$ cat src/rtl/fp_alu_issue.sv
// Issue/response sequencer in front of a multi-cycle fp_alu: clears the ALU, issues one
// operation at a time, waits for completion or timeout, and holds the response until taken.
module fp_alu_issue #(
  parameter int unsigned TIMEOUT_CYCLES = 63,
  parameter int unsigned CLR_CYCLES     = 1
) (
  input  logic        clk,
  input  logic        rst_n,
  input  logic        req_valid,
  output logic        req_ready,
  input  logic [5:0]  req_op,
  input  logic [31:0] req_a,
  input  logic [31:0] req_b,
  input  logic [3:0]  req_tag,
  output logic        alu_ce,
  output logic        alu_sclr,
  output logic [5:0]  alu_operation,
  output logic [31:0] alu_a,
  output logic [31:0] alu_b,
  input  logic        alu_rdy,
  input  logic [31:0] alu_result,
  output logic        rsp_valid,
  input  logic        rsp_ready,
  output logic [31:0] rsp_result,
  output logic [3:0]  rsp_tag,
  output logic        rsp_timeout,
  output logic        busy
);

  // Terminal counts are compared against the pre-increment counter value.
  localparam logic [7:0]  WaitLast = 8'(TIMEOUT_CYCLES - 1);
  localparam logic [3:0]  ClrLast  = 4'(CLR_CYCLES - 1);
  localparam logic [31:0] QNaN     = 32'h7FC0_0000;

  // StRst is the reset-pending state: everything idle, ALU clear not yet started.
  typedef enum logic [2:0] {
    StRst,
    StInit,
    StIdle,
    StWait,
    StResp
  } state_e;

  state_e      state_q, state_d;
  logic [3:0]  clr_cnt_q, clr_cnt_d;
  logic [7:0]  wait_cnt_q, wait_cnt_d;
  logic [5:0]  op_q, op_d;
  logic [31:0] a_q, a_d;
  logic [31:0] b_q, b_d;
  logic [3:0]  tag_q, tag_d;
  logic [31:0] res_q, res_d;
  logic        to_q, to_d;

  always_comb begin
    state_d    = state_q;
    clr_cnt_d  = clr_cnt_q;
    wait_cnt_d = wait_cnt_q;
    op_d       = op_q;
    a_d        = a_q;
    b_d        = b_q;
    tag_d      = tag_q;
    res_d      = res_q;
    to_d       = to_q;
    req_ready  = 1'b0;
    alu_ce     = 1'b0;
    alu_sclr   = 1'b0;
    rsp_valid  = 1'b0;
    busy       = 1'b1;

    unique case (state_q)
      StRst: begin
        clr_cnt_d = '0;
        state_d   = StInit;
      end

      StInit: begin
        alu_sclr = 1'b1;
        if (clr_cnt_q == ClrLast) begin
          state_d = StIdle;
        end else begin
          clr_cnt_d = clr_cnt_q + 4'd1;
        end
      end

      StIdle: begin
        req_ready = 1'b1;
        busy      = 1'b0;
        if (req_valid) begin
          op_d       = req_op;
          a_d        = req_a;
          b_d        = req_b;
          tag_d      = req_tag;
          wait_cnt_d = '0;
          state_d    = StWait;
        end
      end

      StWait: begin
        alu_ce     = 1'b1;
        wait_cnt_d = wait_cnt_q + 8'd1;
        // A completion in the last allowed cycle still counts as a normal result.
        if (alu_rdy) begin
          res_d   = alu_result;
          to_d    = 1'b0;
          state_d = StResp;
        end else if (wait_cnt_q == WaitLast) begin
          res_d   = QNaN;
          to_d    = 1'b1;
          state_d = StResp;
        end
      end

      StResp: begin
        rsp_valid = 1'b1;
        if (rsp_ready) begin
          // After a timeout the ALU state is unknown, so clear it again before reuse.
          if (to_q) begin
            clr_cnt_d = '0;
            state_d   = StInit;
          end else begin
            state_d = StIdle;
          end
        end
      end

      default: begin
        state_d = StRst;
      end
    endcase
  end

  always_ff @(posedge clk or negedge rst_n) begin
    if (!rst_n) begin
      state_q    <= StRst;
      clr_cnt_q  <= '0;
      wait_cnt_q <= '0;
      op_q       <= '0;
      a_q        <= '0;
      b_q        <= '0;
      tag_q      <= '0;
      res_q      <= '0;
      to_q       <= 1'b0;
    end else begin
      state_q    <= state_d;
      clr_cnt_q  <= clr_cnt_d;
      wait_cnt_q <= wait_cnt_d;
      op_q       <= op_d;
      a_q        <= a_d;
      b_q        <= b_d;
      tag_q      <= tag_d;
      res_q      <= res_d;
      to_q       <= to_d;
    end
  end

  assign alu_operation = op_q;
  assign alu_a         = a_q;
  assign alu_b         = b_q;
  assign rsp_result    = res_q;
  assign rsp_tag       = tag_q;
  assign rsp_timeout   = to_q;

endmodule
$ cat config.mk
export PLATFORM = sky130hd
export DESIGN_NAME = fp_alu_issue
export DESIGN_NICKNAME = d
export VERILOG_FILES = /design/src/rtl/fp_alu_issue.sv
export SDC_FILE = /design/constraint.sdc
export NUM_CORES = 1
export LEC_CHECK = 0
export ABC_AREA = 1
export BUFFER_PORTS_ARGS = -buffer_cell sky130_fd_sc_hd__buf_2
export CAP_MARGIN = 15
export CORE_MARGIN = 2
export CORE_UTILIZATION = 30
export CTS_CLUSTER_DIAMETER = 120
export DETAILED_ROUTE_END_ITERATION = 8
export GPL_TIMING_DRIVEN = 0
export HOLD_SLACK_MARGIN = 0.03
export PLACE_DENSITY = 0.65
export SETUP_SLACK_MARGIN = 0.4
export SKIP_CTS_REPAIR_TIMING = 1
export SLEW_MARGIN = 30
export SYNTH_ARGS = -nofsm -noshare
export SYNTH_HDL_FRONTEND = slang
export SYNTH_SLANG_ARGS = --single-unit
$ cat constraint.sdc
create_clock -name clk -period 1.5 [get_ports clk]
set_clock_uncertainty 0.1 [all_clocks]
set_input_delay 0.375 -clock clk [delete_from_list [all_inputs] [get_ports clk]]
set_output_delay 0.375 -clock clk [all_outputs]
set_load 0.02 [all_outputs]
==> out/qor.csv <==
stage,metric,value,unit
status,status,"complete, but fails checks",
status,violations,"negative hold slack, negative setup slack",
drt,ant_nets,0,
cts,cts_buffer_depth,2,
yosys,yosysMostFrequentCell,nand2_1,
cts,clk_latency,0.41,ns
sta,rsz0062_at_grt,true,
worst_setup_path,crit_path_end_kind,primary output,
die,die-area,0.01771,mm^2
finish,multi_input_area,0.002044,mm^2
worst_setup_path,cp-start-kind,flip-flop,
yosys,yosys_most_used_dff,dfrtp_1,
sta,hold_viol,55,
yosys,ys_ff_latch,122,
placed_design,place_hpwl,9362,um
yosys,synthTopCellsByArea,"dfrtp_1, nand2_1, buf_6",
yosys,synth_top_area_share,61.09,%
cts,numClockSinks,122,
grt,grt_antenna_before_repair,0,
drt,dr_total_vias,4903,
run,drv_cap,0,
yosys,ys_warn_count,0,
placed_design,gp_congestion,0.7666,
placed_design,dpl.cell_count,1016,
cts,clk_root_buffer_cell,clkbuf_16,
drt,wire_per_inst,13.53,um
grt,grt_use_met1,19.06,%
finish,final_cells,1121,
worst_setup_path,reg2reg_from,state_q[0],
finish,num-nets-final,1004,
sta,setup_slack,-0.2787,ns
die,core_area,0.01641,mm^2
sta,slew_viol_final,0,
placed_design,dpl-instance-area,0.006462,mm^2
worst_setup_path,rrSetupSlack,-0.16,ns
sta,fmax,562.2,MHz
worst_setup_path,r2r-end,alu_a[3],
yosys,synth_cell_types,23,
power_and_ir_drop,p_leak,4.808,nW
finish,nFillCells,1392,
finish,area_growth,79.27,%
finish,ff_latch_area,0.003057,mm^2
yosys,synth_area_leader_cell,dfrtp_1,
grt,grt_max_degree,68,
grt,met2_usage,23.46,%
finish,drive_gt1_share,49.50,%
grt,grt_overflow,0,
yosys,syn_inst,573,
sta,maxSlewHeadroom,69.51,%
drt,drt_iter0_drc,183,
drt,dr.pass1.iters,6,
yosys,async_flop_share,100.0,%
drt,via_per_inst,4.374,
cts,cts_tree,done,
worst_setup_path,r2r.worst_path.cells,9,
die,io_pins,223,
worst_setup_path,cp_data_arrival_time,1.30,ns
worst_setup_path,critPathMaxFanout,5,
die,die_h,133.1,um
cts,cts-buffers-inserted,17,
finish,insertedDiodeCount,0,
worst_setup_path,crit_type,flip-flop to primary output,
drt,drc,0,
cts,clk_pin_slew,0.06,ns
die,placementRows,47,
die,die_w,133.1,um
sta,min_period,1.779,ns
drt,drt_wl_total,15170,um
grt,grtUsageMet3,6.169,%
yosys,syn-num-nets,688,
sta,period_share,118.6,%
power_and_ir_drop,ir_drop,1.250,mV
grt,busiest_layer,met2,
cts,h-tree-depth,4,
finish,final_cell_area,0.008959,mm^2
grt,grt_first_pass_wirelength,21090,um
sta,setup_viol,106,
yosys,synth_edf_count,0,
power_and_ir_drop,power,20.94,mW
sta,tightest_slew,0.4526,ns
die,start_util,30.46,%
grt,grt_pass1_vias,4174,
yosys,synth.cell_area,0.004997,mm^2
sta,hold_ws,-0.2212,ns
yosys,synth_area_per_cell,8.721,um^2
yosys,seq_area_frac_synth,61.09,%
grt,grtUsageTotal,15.09,%
yosys,ys_top_cells_by_count,"nand2_1, dfrtp_1, inv_1",
placed_design,io_buffers,222,
worst_hold_path,hold_path_class,primary input to async pin,
power_and_ir_drop,powerDensity,2338,mW/mm^2
worst_setup_path,required,1.02,ns
-- worst max path at each step --
stage	from	end	slack, ns	depth (start not counted)
CTS	state_q[2]	alu_ce	-0.44	4
global placement	rst_n	state_q[0]	-1.91	1
detailed placement	state_q[0]	alu_a[1]	-0.18	7
finish	state_q[1]	alu_ce	-0.28	4
global route	state_q[1]	alu_ce	-0.32	4
floorplan	state_q[0]	alu_a[0]	0.06	8
-- critical path, cell delays in order (launching register included) --
cell and delay [ns]:
dfrtp_2 0.42, buf_4 0.15, nand3_4 0.11, inv_6 0.05, buf_4 0.15
-- through the flow --
step / TNS [ns] / utilization [%] / worst slack (ns)
6_report: -9.433 / 54.60 / -0.2787
5_1_grt: -15.44 / 54.60 / -0.3248
4_1_cts: -14.27 / 43.22 / -0.4405
3_5_place_dp: -11.52 / 39.39 / -0.1760
3_3_place_gp: -216.39 / 39.16 / -1.914
2_1_floorplan: 0 / - / 0.05857
-- cell type report --
cell class | instances | area share [%]
Sequential cell | 122 | 34.12
Timing Repair Buffer | 297 | 28.59
Multi-Input combinational cell | 404 | 22.82
Clock buffer | 24 | 5.489
Buffer | 23 | 3.198
Tap cell | 220 | 3.073
Clock inverter | 7 | 1.536
Inverter | 24 | 1.173
-- power by group --
part	switching [mW]	internal, mW	total, mW
Clock	1.46	2.95	4.40
Combinational	5.14	5.39	10.5
Sequential	1.23	4.79	6.01
Total	7.83	13.1	20.9
-- per-layer routing --
metal  routed length [um]  part of all wire [%]
met1                 6195                    41
met2                 7812                    52
met3                  976                   6.4
met4                  182                   1.2
met5                    0                     0
-- layout by cell type, fill, tap and decap left out, types with 6 or more instances in the layout --
| master | instances |
|---|---|
| a21oi_1 | 6 |
| nand2_4 | 22 |
| nand2_2 | 42 |
| buf_6 | 131 |
| o21ai_2 | 11 |
| buf_4 | 56 |
| dfrtp_1 | 119 |
| o21ai_1 | 6 |
| nand2_1 | 268 |
| inv_1 | 17 |
| buf_8 | 13 |
| nand3_1 | 8 |
| buf_2 | 109 |
| nor2_4 | 8 |
| clkbuf_16 | 22 |
| nor2_1 | 14 |
-- kinds of logic after synthesis --
logic type | count (synthesis) | share of synthesized area (%)
buffers and inverters | 47 | 5.183
flip-flops | 122 | 61.09
AND/OR/NAND/NOR | 368 | 28.62
AO/OA/AOI/OAI | 30 | 3.756
adder cells (fa/ha/maj) | 4 | 1.002
XOR/XNOR | 2 | 0.3506
-- sequential cells by signal (all words and copies together) (netlist names) --
name           count
alu_a             32
alu_b             32
rsp_result        32
wait_cnt_q         8
alu_operation      6
clr_cnt_q          4
rsp_tag            4
state_q            3
rsp_timeout        1
Power figures use the tool's default switching activity.
